<file path="src/rtl/mux_arb_n.sv">
// N-channel registered stream multiplexer with round-robin, fixed-priority or
// forced-select arbitration feeding a single valid/ready output register.

module mux_arb_n_chk #(
  parameter int CHANNELS = 4,
  parameter int WIDTH    = 8,
  parameter int SEL_W    = 2
) (
  input logic                clk,
  input logic                rst_n,
  input logic [CHANNELS-1:0] in_valid,
  input logic [CHANNELS-1:0] in_ready,
  input logic                force_en,
  input logic [SEL_W-1:0]    force_sel,
  input logic                out_valid,
  input logic [WIDTH-1:0]    out_data,
  input logic [SEL_W-1:0]    out_sel,
  input logic                out_ready
);

  logic [CHANNELS-1:0] w_force_oh;
  assign w_force_oh = CHANNELS'(1) << force_sel;

  a_param_range: assert property (@(posedge clk) (CHANNELS >= 2) && (CHANNELS <= 16));

  a_grant_onehot: assert property (@(posedge clk) disable iff (!rst_n)
    $onehot0(in_ready));

  a_ready_needs_valid: assert property (@(posedge clk) disable iff (!rst_n)
    (in_ready & ~in_valid) == '0);

  a_bp_blocks_input: assert property (@(posedge clk) disable iff (!rst_n)
    (out_valid && !out_ready) |-> (in_ready == '0));

  // A stalled beat must not change until the consumer takes it.
  a_bp_holds_beat: assert property (@(posedge clk) disable iff (!rst_n)
    (out_valid && !out_ready) |=> (out_valid && $stable(out_data) && $stable(out_sel)));

  a_force_only_sel: assert property (@(posedge clk) disable iff (!rst_n)
    force_en |-> ((in_ready & ~w_force_oh) == '0));

endmodule

module mux_arb_n #(
  parameter int   WIDTH    = 8,
  parameter int   CHANNELS = 4,
  parameter int   MODE     = 0,
  localparam int  SEL_W    = $clog2(CHANNELS)
) (
  input  logic                      clk,
  input  logic                      rst_n,
  input  logic [CHANNELS-1:0]       in_valid,
  input  logic [CHANNELS*WIDTH-1:0] in_data,
  output logic [CHANNELS-1:0]       in_ready,
  input  logic                      force_en,
  input  logic [SEL_W-1:0]          force_sel,
  output logic                      out_valid,
  output logic [WIDTH-1:0]          out_data,
  output logic [SEL_W-1:0]          out_sel,
  input  logic                      out_ready
);

  logic [SEL_W-1:0]    r_ptr;
  logic                r_out_valid;
  logic [WIDTH-1:0]    r_out_data;
  logic [SEL_W-1:0]    r_out_sel;

  logic [CHANNELS-1:0] w_elig;
  logic [CHANNELS-1:0] w_grant;
  logic [SEL_W-1:0]    w_gidx;
  logic                w_found;
  logic                w_hit;
  logic [SEL_W-1:0]    w_start;
  logic [SEL_W:0]      w_sum;
  logic [SEL_W-1:0]    w_idx;
  logic [SEL_W-1:0]    w_ptr_nxt;
  logic [WIDTH-1:0]    w_data;
  logic                w_can_load;
  logic                w_load;

  // Eligibility: an out-of-range force_sel matches no channel.
  always_comb begin
    w_elig = '0;
    for (int i = 0; i < CHANNELS; i++) begin
      w_elig[i] = in_valid[i] & (~force_en | (force_sel == SEL_W'(i)));
    end
  end

  // Scan from the start index with wrap; first eligible channel wins.
  always_comb begin
    w_grant = '0;
    w_gidx  = '0;
    w_found = 1'b0;
    w_hit   = 1'b0;
    w_sum   = '0;
    w_idx   = '0;
    w_start = (MODE == 1) ? '0 : r_ptr;
    for (int k = 0; k < CHANNELS; k++) begin
      w_sum          = {1'b0, w_start} + (SEL_W+1)'(k);
      w_idx          = (w_sum >= (SEL_W+1)'(CHANNELS)) ? SEL_W'(w_sum - (SEL_W+1)'(CHANNELS))
                                                       : SEL_W'(w_sum);
      w_hit          = w_elig[w_idx] & ~w_found;
      w_grant[w_idx] = w_hit;
      w_gidx         = w_hit ? w_idx : w_gidx;
      w_found        = w_found | w_hit;
    end
  end

  // One-hot AND-OR select of the granted channel's data.
  always_comb begin
    w_data = '0;
    for (int i = 0; i < CHANNELS; i++) begin
      w_data = w_data | (in_data[i*WIDTH +: WIDTH] & {WIDTH{w_grant[i]}});
    end
  end

  assign w_can_load = ~r_out_valid | out_ready;
  assign w_load     = w_found & w_can_load;
  assign w_ptr_nxt  = (w_gidx == SEL_W'(CHANNELS-1)) ? '0 : (w_gidx + SEL_W'(1));
  assign in_ready   = w_grant & {CHANNELS{w_can_load}};

  // Round-robin pointer, advanced past the winner on each transfer.
  always_ff @(posedge clk or negedge rst_n) begin
    if (!rst_n) begin
      r_ptr <= '0;
    end else if (w_load && (MODE == 0)) begin
      r_ptr <= w_ptr_nxt;
    end
  end

  // Output register: load, drain, or hold under backpressure.
  always_ff @(posedge clk or negedge rst_n) begin
    if (!rst_n) begin
      r_out_valid <= 1'b0;
      r_out_data  <= '0;
      r_out_sel   <= '0;
    end else if (w_load) begin
      r_out_valid <= 1'b1;
      r_out_data  <= w_data;
      r_out_sel   <= w_gidx;
    end else if (out_ready) begin
      r_out_valid <= 1'b0;
    end
  end

  assign out_valid = r_out_valid;
  assign out_data  = r_out_data;
  assign out_sel   = r_out_sel;

  mux_arb_n_chk #(
    .CHANNELS (CHANNELS),
    .WIDTH    (WIDTH),
    .SEL_W    (SEL_W)
  ) u_chk (
    .clk       (clk),
    .rst_n     (rst_n),
    .in_valid  (in_valid),
    .in_ready  (in_ready),
    .force_en  (force_en),
    .force_sel (force_sel),
    .out_valid (r_out_valid),
    .out_data  (r_out_data),
    .out_sel   (r_out_sel),
    .out_ready (out_ready)
  );

endmodule

</file>
<file path="config.mk">
export PLATFORM = sky130hd
export DESIGN_NAME = mux_arb_n
export DESIGN_NICKNAME = d
export VERILOG_FILES = /design/src/rtl/mux_arb_n.sv
export SDC_FILE = /design/constraint.sdc
export NUM_CORES = 1
export LEC_CHECK = 0
export CAP_MARGIN = 5
export CORE_MARGIN = 3
export CORE_UTILIZATION = 40
export DETAILED_ROUTE_END_ITERATION = 7
export PLACE_DENSITY = 0.78
export SETUP_SLACK_MARGIN = 0.4
export SLEW_MARGIN = 5
export SYNTH_ARGS = -nofsm -noshare
export SYNTH_HDL_FRONTEND = slang
export SYNTH_HIERARCHICAL = 1
export SYNTH_SLANG_ARGS = --single-unit
</file>
<file path="constraint.sdc">
create_clock -name clk -period 8.6 [get_ports clk]
set_input_delay 1.29 -clock clk [delete_from_list [all_inputs] [get_ports clk]]
set_output_delay 1.29 -clock clk [all_outputs]
set_load 0.02 [all_outputs]
</file>
======== Yosys cells after proc, flatten, opt, wreduce, memory -nomap -nowiden ========
Index checks and enable logic that the tools add are counted.
storage, ports and cells
  flip-flop bits (word level) ............. 13
  input port bits ......................... 42
  output and inout port bits .............. 15
  word-level logic and storage cells ...... 94
operators by class
  add/sub/neg operators ................... 8
  magnitude comparators ................... 12
  eq/ne operators ......................... 4
  multiplexer cells ....................... 30
  bitwise operators ....................... 30
  reduce and logical (&&, ||, !) cells .... 6
operator list
  cell                   number
  $and A8 B8 Y8          4
  $or A8 B8 Y8           3
  $mux W2                9
  $bwmux W4              3
  $lt A2 B3 Y1 const B   4
  $mux W1                10
  $ge A3 B3 Y1 const B   3
  $and A1 B1 Y1          8
  $and A4 B4 Y4          2
  $bmux W1 S2            4
  $demux W1 S2           4
  $ge A2 B1 Y1 const B   4
  $or A1 B1 Y1           8
  $sub A2 B1 Y2 const B  4
  $add A2 B2 Y3 const B  2
  $eq A2 B2 Y1 const B   3
  $not A1 Y1             5
  $logic_and A1 B1 Y1    4
  $add A2 B1 Y3 const B  1
  $ge A2 B3 Y1 const B   1
  $add A2 B1 Y2 const B  1
  $eq A2 B1 Y1 const B   1
  $logic_not A2 Y1       1
  $reduce_bool A2 Y1     1

======== Logic depth before layout (Yosys ltp) ========
Gate-level depths: netlist (run 1).
  word-level depth ........................ 18
  mapped depth ............................ 11
  depth with buffers taken out ............ 9

======== Worst setup path before layout (run 1) ========
OpenSTA, ideal clock, no wires.
  kind .................................... input-to-output
  from .................................... input port force_sel[0]
  to ...................................... output port in_ready[0]
  arrival time ............................ 3,348 ps
  required time ........................... 7,310 ps
  slack ................................... 3,962 ps
  cell stages on the path ................. 7
  buffers on the path ..................... 1
  path through ............................ or4b_4 > o211ai_2 > or3b_4 > a2111oi_0 > a221o_1 > buf_2 > nor2b_1
between the ends
  cells in the longest elaborated chain, start to end .. 15
  elaborated cells between the ends (all ways) .. 33
  classes of those cells .................. 3 x eq/ne; 11 x mux; 18 x bitwise; 1 x reduce/logical
RTL lines
  item                                        line  RTL
  from (decl)                                 56    input logic [SEL_W-1:0] force_sel,
  $eq A2 B1 Y1, or another cell as far along  85    w_elig[i] = in_valid[i] & (~force_en | (force_sel == SEL_W'(i)));
  $or A1 B1 Y1                                85
  $and A1 B1 Y1                               85
  $bmux W1 S2                                 102   w_hit = w_elig[w_idx] & ~w_found;
  $mux W1 (not written as such)               102
  $not A1 Y1                                  102
  $and A1 B1 Y1                               102
  $or A1 B1 Y1                                105   w_found = w_found | w_hit;
  $not A1 Y1                                  102
  $and A1 B1 Y1                               102
  $or A1 B1 Y1                                105
  $not A1 Y1                                  102
  $and A1 B1 Y1                               102
  $bwmux W4 (*)                               103   w_grant[w_idx] = w_hit;
  $and A4 B4 Y4 (*)                           120   assign in_ready = w_grant & {CHANNELS{w_can_load}};
  to (decl)                                   54    output logic [CHANNELS-1:0] in_ready,
Mark *: on every way between the ends. The rest lies on a longest branch, timed or not. The select of a mux whose other input is x is not followed.

======== Final worst setup path (run 1) ========
  from .................................... input port force_sel[0]
  to ...................................... output port in_ready[2]
Same word-level chain as after synthesis.

==> impl_results.md, run 1 <==
* Status: completed
* Register bit total from synthesis at 13
* Prevailing post-synth register cell: dfrtp_1
* Setup crit start: force_sel[0]
* Core area at approximately 2900 µm²
* Worst-path clk slew at roughly 80 ps
* First-pass GRT wire length at 5930 µm
* R2R depth at 9
* Placed cell count at between 200 and 250
* Reg-to-reg startpoint: r_ptr[0]
* Share of post-route cells with drive strength above 1 at 0.0469
* HPWL Detailed at about 3100 µm
* Crit-path leading delay family: simple AND/OR/NAND/NOR gates
* Post-synthesis adder-cell area fraction at 0.0801
* WP buf/inv at 2
* Post-synth EDFFs at 0
* Routed WL per cell at between 15 and 20 µm
* Residual DRC at 0
* Crit-path cells: clkdlybuf4s50_1, or4b_4, o211ai_2, or3b_4, a2111oi_0, a221o_1, nor2b_1, clkdlybuf4s50_1
* Max Fclk at between 0.15 and 0.2 GHz
* Initial Utilization at 0.435
* WL final at 3920 µm
* Max IR drop VDD at between 200 and 250 µV
* First drt pass iteration count at 4
* Critical path fanouts, max at 9
* Port Buf Inserts at 56
* Ys async rst share at 1.00
* Pins Over Slew Limit at 0
* Inserted Clock Buffers at 3
* Cell taking the most area after synthesis: dfrtp_1
* Vias in the first global route at 1365
* Slew headroom at 0.591
* Mapped Cells at approximately 140
* Class of the tightest hold or removal check: register to register
* Worst-Margin Slew at roughly 610 ps
* Distinct cell type count after synthesis at between 40 and 50
* Max clock buf depth at 2
* Vias at about 1400
* Grt total ovfl at 0
* Synth Warn # at 6
* Row Count at 19
* Ports at 57
* Count leader, synth: nor2_1
* Area Growth Syn to Fin at 47.8%
* Multi-input combinational cell area at ~860 µm²
* Antenna violations before repair at 0
* DIE AREA at 3830 µm²
* Sequential area share after synthesis at 0.260
* Critical path class: input port to primary output
* Max H-tree Level at 1
* Hold slack final at roughly 500 ps
* Synth Area in Simple Gates at 0.204
* Util after Layout at 0.642
* Insertion delay to the later sink of the worst-skew pair at approximately 280 ps
* Max Cap Viol at 0
* RSZ-0062 raised after global routing: no
* Worst EP required at 7310 ps
* Setup slack after layout at 2740 ps
* Most used cell, CP: clkdlybuf4s50_1
* Worst setup SP type: input port
* Detailed Route Iter0 Violations at 120
* Final setup viols at 0
* Setup crit end kind: primary output
* Hold Violations, Final at 0
* All-layer global routing usage at 0.203
* Synth top area share at 0.260
* Placer congestion estimate at a little over 1
* XOR/XNOR Fraction of Synth Area at 0.00701
* Power per standard cell area at ~340 nW/µm²
* Antenna-violating nets left at 0
* Clk sinks at 13
* Die X at around 62 µm
* Die Y at 61.9 µm
* Largest net degree at the start of global routing at 18
* N_diodes at 0
* Post-Syn Area per Cell at approximately 9.0 µm²
* DR vias/cell at 5.97
* Worst path depth at 8
* Syn nets at between 150 and 200
* Setup WS pre-CTS at about 2800 ps
* Post-Layout Cell Count at between 200 and 250
* Clk_skew at ~2.2 ps
* Top cells by area, synth: dfrtp_1 (26%), ha_1 (8.0%), a221oi_1 (5.6%)
* Reg area at between 300 and 400 µm²
* Largest family of logic cells by synthesized area: compound AO/OA/AOI/OAI gates
* Top cells by count, synth: nor2_1 (14), dfrtp_1 (13), a21oi_1 (12)
* Hold buffers post-CTS at 0
* Tmin final at 5860 ps
* CP max stage cell: clkdlybuf4s50_1
* Area of the mapped netlist at 1250 µm²
* Synth Area in Compound Gates at 0.348
* Setup TNS at 0 ps
* CP Capture Point: in_ready[2]
* Worst EP arrival at around 4600 ps
* Post-CTS Resized at 0
* Post-CTS Repair Setup Buffers at 0
* FILL cells at between 200 and 300
* P_leak at between 0.7 and 0.8 nW
* Multiplexer share of the synthesized area at 0.0480
* Clk root buf: clkbuf_4
* CTS tree: built
* Reg-to-Reg End: out_data[1]
* FF-to-FF setup slack at ~5400 ps
* Final worst-path cycle share at 0.681
* Crit-path max cell delay at 610 ps
* Nets at ~240
## registers in the layout (all words and copies together) (netlist names)
signal     flops
out_valid      1
out_sel        2
out_data       8
r_ptr          2
## layout by cell type (no fill, tap or decap), types with 2 or more instances in the layout
cell             instances
a2111oi_0                3
a21o_1                   3
a21oi_1                 12
a221o_1                  4
a221oi_1                 8
a22oi_1                  8
clkbuf_4                 3
clkdlybuf4s50_1         56
dfrtp_1                 13
ha_1                     8
inv_1                    6
mux2i_1                  6
nand2_1                  2
nand3_1                  2
nand4_1                  3
nand4b_1                 3
nor2_1                  14
nor2b_1                  6
o2111ai_1                2
o211a_1                  2
o211ai_1                 3
o21ai_0                  6
or4bb_1                  2
## report_power, final
part / internal [mW] / total, mW / switching (mW)
clock network: 0.0173 / 0.0378 / 0.0205
logic: 0.209 / 0.475 / 0.266
registers: 0.0920 / 0.122 / 0.0305
## cell families after synthesis
group	Yosys count
and+or+nand+nor	42
AOI/OAI and AO/OA	56
DFF	13
muxes	6
adders and majority gates	8
buffers and inverters	13
xor gates and xnor gates	1
## final cells by class
cell class,count,area share
timing repair buffer,56,0.303
inverter,6,0.0122
clock inverter,1,0.00271
tap,42,0.0284
clock buffer,3,0.0122
sequential,13,0.176
multi-input combinational,113,0.465
## how the worst min path moves through the flow
stage,startpoint,end,slack (ps),depth (start not counted)
floorplan,r_ptr[1],r_ptr[1],570,2
global placement,out_sel[0],out_sel[0],470,1
detailed placement,out_sel[0],out_sel[0],470,1
CTS,out_sel[0],out_sel[0],490,1
global route,out_sel[0],out_sel[0],510,1
finish,out_sel[0],out_sel[0],490,1
## stage by stage
step	instance area, µm²	power (mW)
5_1_grt	1850	0.685
3_5_place_dp	1820	0.590
4_1_cts	1850	0.631
3_3_place_gp	1820	0.578
6_report	1850	0.635
2_1_floorplan	1250	0.447
## layer usage
metal  up-vias  GRT usage  share of wire
li1        663          -              -
met1       665      0.268           0.41
met2        62      0.359           0.53
met3         8     0.0289          0.049
met4         0     0.0303          0.012
met5         -          0              0
Power figures use the tool's default switching activity.
==> inputs of run 2 (changes only) <==
--- a/config.mk
+++ b/config.mk
@@ -7,9 +7,9 @@
 export LEC_CHECK = 0
 export CAP_MARGIN = 5
 export CORE_MARGIN = 3
-export CORE_UTILIZATION = 40
+export CORE_UTILIZATION = 38
 export DETAILED_ROUTE_END_ITERATION = 7
-export PLACE_DENSITY = 0.78
+export PLACE_DENSITY = 0.77
 export SETUP_SLACK_MARGIN = 0.4
 export SLEW_MARGIN = 5
 export SYNTH_ARGS = -nofsm -noshare
==> constraint.sdc (replaced) <==
create_clock -name clk -period 5.1 [get_ports clk]
set_input_delay 0.765 -clock clk [delete_from_list [all_inputs] [get_ports clk]]
set_output_delay 0.765 -clock clk [all_outputs]
set_load 0.02 [all_outputs]
==> run 2 against run 1 <==
  * Clock skew about the same
  * Final cell count rose by 3.0%
  * Sequential power grew 70%
  * Via count decreased by 1.2%
  * Sequential share of layout area fell by 0.40 points
  * Count of clock-buffer cells in the layout unchanged
  * Largest cell class unchanged
==> impl_results.md, run 2 (synthesis gave the netlist of run 1 again) <==
* Status: completed
* Power per standard cell area at around 590 nW/µm²
* Post-Layout Cell Count at 241
* Antenna violations before repair at 0
* Clk root buf: clkbuf_4
* RSZ-0062 raised after global routing: no
* Setup slack after layout at 549 ps
* Vias at about 1400
* Pins Over Slew Limit at 0
* FILL cells at between 200 and 300
* Max Fclk at ~0.22 GHz
* Hold Violations, Final at 0
* Nets at approximately 250
* Setup WS pre-CTS at 385 ps
* Worst EP arrival at ~3800 ps
* CTS tree: built
* DIE AREA at about 4000 µm²
* Most frequent cells in the layout: clkdlybuf4s50_1 (56), nor2_1 (14), dfrtp_1 (13)
* Met3 Usage GRT at 0.0392
* Final setup viols at 0
* P_leak at approximately 0.74 nW
* Antenna-violating nets left at 0
* Detailed Route Iter0 Violations at 80
* Total power at 1.11 mW
* Worst setup SP type: input port
* Slew headroom at 0.517
* Die X at approximately 63 µm
* Max H-tree Level at 1
* Grt peak-use layer: met2
* Grt total ovfl at 0
* Placer congestion estimate at between 0.9 and 1
* Residual DRC at 0
* Clk sinks at 13
* Largest net degree at the start of global routing at 18
* Port Buf Inserts at 56
* Max clock buf depth at 2
* Area Growth Syn to Fin at 51.3%
* WL final at ~3800 µm
* Hold slack final at 494 ps
* Initial Utilization at 0.403
* Worst-path clk slew at 80 ps
* Routed WL per cell at 15.9 µm
* DR vias/cell at around 5.7
* Row Count at 20
* Tmin final at about 4600 ps
* All-layer global routing usage at 0.189
* Inserted Clock Buffers at 3
* Worst-Margin Slew at between 700 and 800 ps
* Commonest non-fill, non-tap cell in the layout: clkdlybuf4s50_1
* Max IR drop VDD at approximately 330 µV
* Class of the tightest hold or removal check: register to register
* Largest register FFs at 8
* First-pass GRT wire length at a little over 6000 µm
* Setup TNS at 0 ps
* Met1 GRT Util at 0.237
* M2 GR Usage at 0.323
* First drt pass iteration count at 4
* Max Cap Viol at 0
* Clk_skew at ~1.7 ps
* Critical path fanouts, max at 8
* Worst EP required at roughly 4300 ps
* Final worst-path cycle share at 0.892
* Setup crit end kind: primary output
* Insertion delay to the later sink of the worst-skew pair at 280 ps
* Core area at between 3000 and 4000 µm²
* Placed cell count at ~240
* Share of post-route cells with drive strength above 1 at 0.0761
* Hold buffers post-CTS at 0
* HPWL Detailed at approximately 3100 µm
* N_diodes at 0
* Die Y at ~63 µm
* Critical path class: input port to primary output
* Vias in the first global route at around 1300
* Ports at 57
## run 2: final cells by class
cell class | count | area [µm²] | share of cell area
Tap cell | 44 | 55.1 | 0.0291
Clock buffer | 3 | 22.5 | 0.0119
Inverter | 6 | 22.5 | 0.0119
Timing Repair Buffer | 61 | 598 | 0.316
Sequential cell | 13 | 325 | 0.172
Multi-Input combinational cell | 113 | 862 | 0.456
Clock inverter | 1 | 5.00 | 0.00265
## run 2: critical path: stages
cell,delay [ps]
clkdlybuf4s50_1,510
or4b_4,590
o211ai_2,120
or3b_4,430
a2111oi_1,360
a221o_2,250
nor2b_1,140
clkdlybuf4s50_1,600
## run 2: final timing paths
| check | start | endpoint | slack (ps) | cells after the start |
|---|---|---|---|---|
| setup / recovery | force_sel[0] | in_ready[3] | 550 | 8 |
| hold / removal | out_sel[0] | out_sel[0] | 490 | 1 |
| setup reg to reg | r_ptr[0] | out_data[7] | 1920 | 10 |
| hold reg to reg | out_sel[0] | out_sel[0] | 490 | 1 |
| max in group asynchronous | rst_n | r_ptr[1] | 3860 | 1 |
| min in group asynchronous | rst_n | out_data[2] | 850 | 1 |
## run 2: power by group
group | leakage [nW] | total, mW | switching (mW) | internal [mW]
registers | 0.151 | 0.207 | 0.0521 | 0.155
clock network | 0.0177 | 0.0665 | 0.0373 | 0.0291
logic | 0.576 | 0.841 | 0.452 | 0.389
## run 2: metal layers
| layer | part of all wire | vias to the layer above |
|---|---|---|
| met5 | 0 | - |
| met1 | 0.41 | 654 |
| li1 | - | 671 |
| met4 | 0.015 | 0 |
| met3 | 0.050 | 8 |
| met2 | 0.52 | 48 |
## run 2: through the flow
| step | instance area (µm²) | utilization |
|---|---|---|
| 2_1_floorplan | 1250 | - |
| 3_3_place_gp | 1850 | 0.595 |
| 3_5_place_dp | 1850 | 0.595 |
| 4_1_cts | 1870 | 0.604 |
| 5_1_grt | 1890 | 0.609 |
| 6_report | 1890 | 0.609 |
## run 2: repair_timing
action / in CTS / in global routing
pin swaps: 0 / 0
setup buffers: 0 / 2
gates resized for setup: 1 / 1
endpoints found under the hold margin: 0 / 0
endpoints found under the setup margin: 1 / 1
==> inputs of run 3 (changes only) <==
--- a/config.mk
+++ b/config.mk
@@ -9,6 +9,7 @@
 export CORE_MARGIN = 3
 export CORE_UTILIZATION = 38
 export DETAILED_ROUTE_END_ITERATION = 7
+export HOLD_SLACK_MARGIN = 0.05
 export PLACE_DENSITY = 0.77
 export SETUP_SLACK_MARGIN = 0.4
 export SLEW_MARGIN = 5
==> results of run 3 <==
Same layout as run 2: the final DEF is identical, and so are final timing and power.
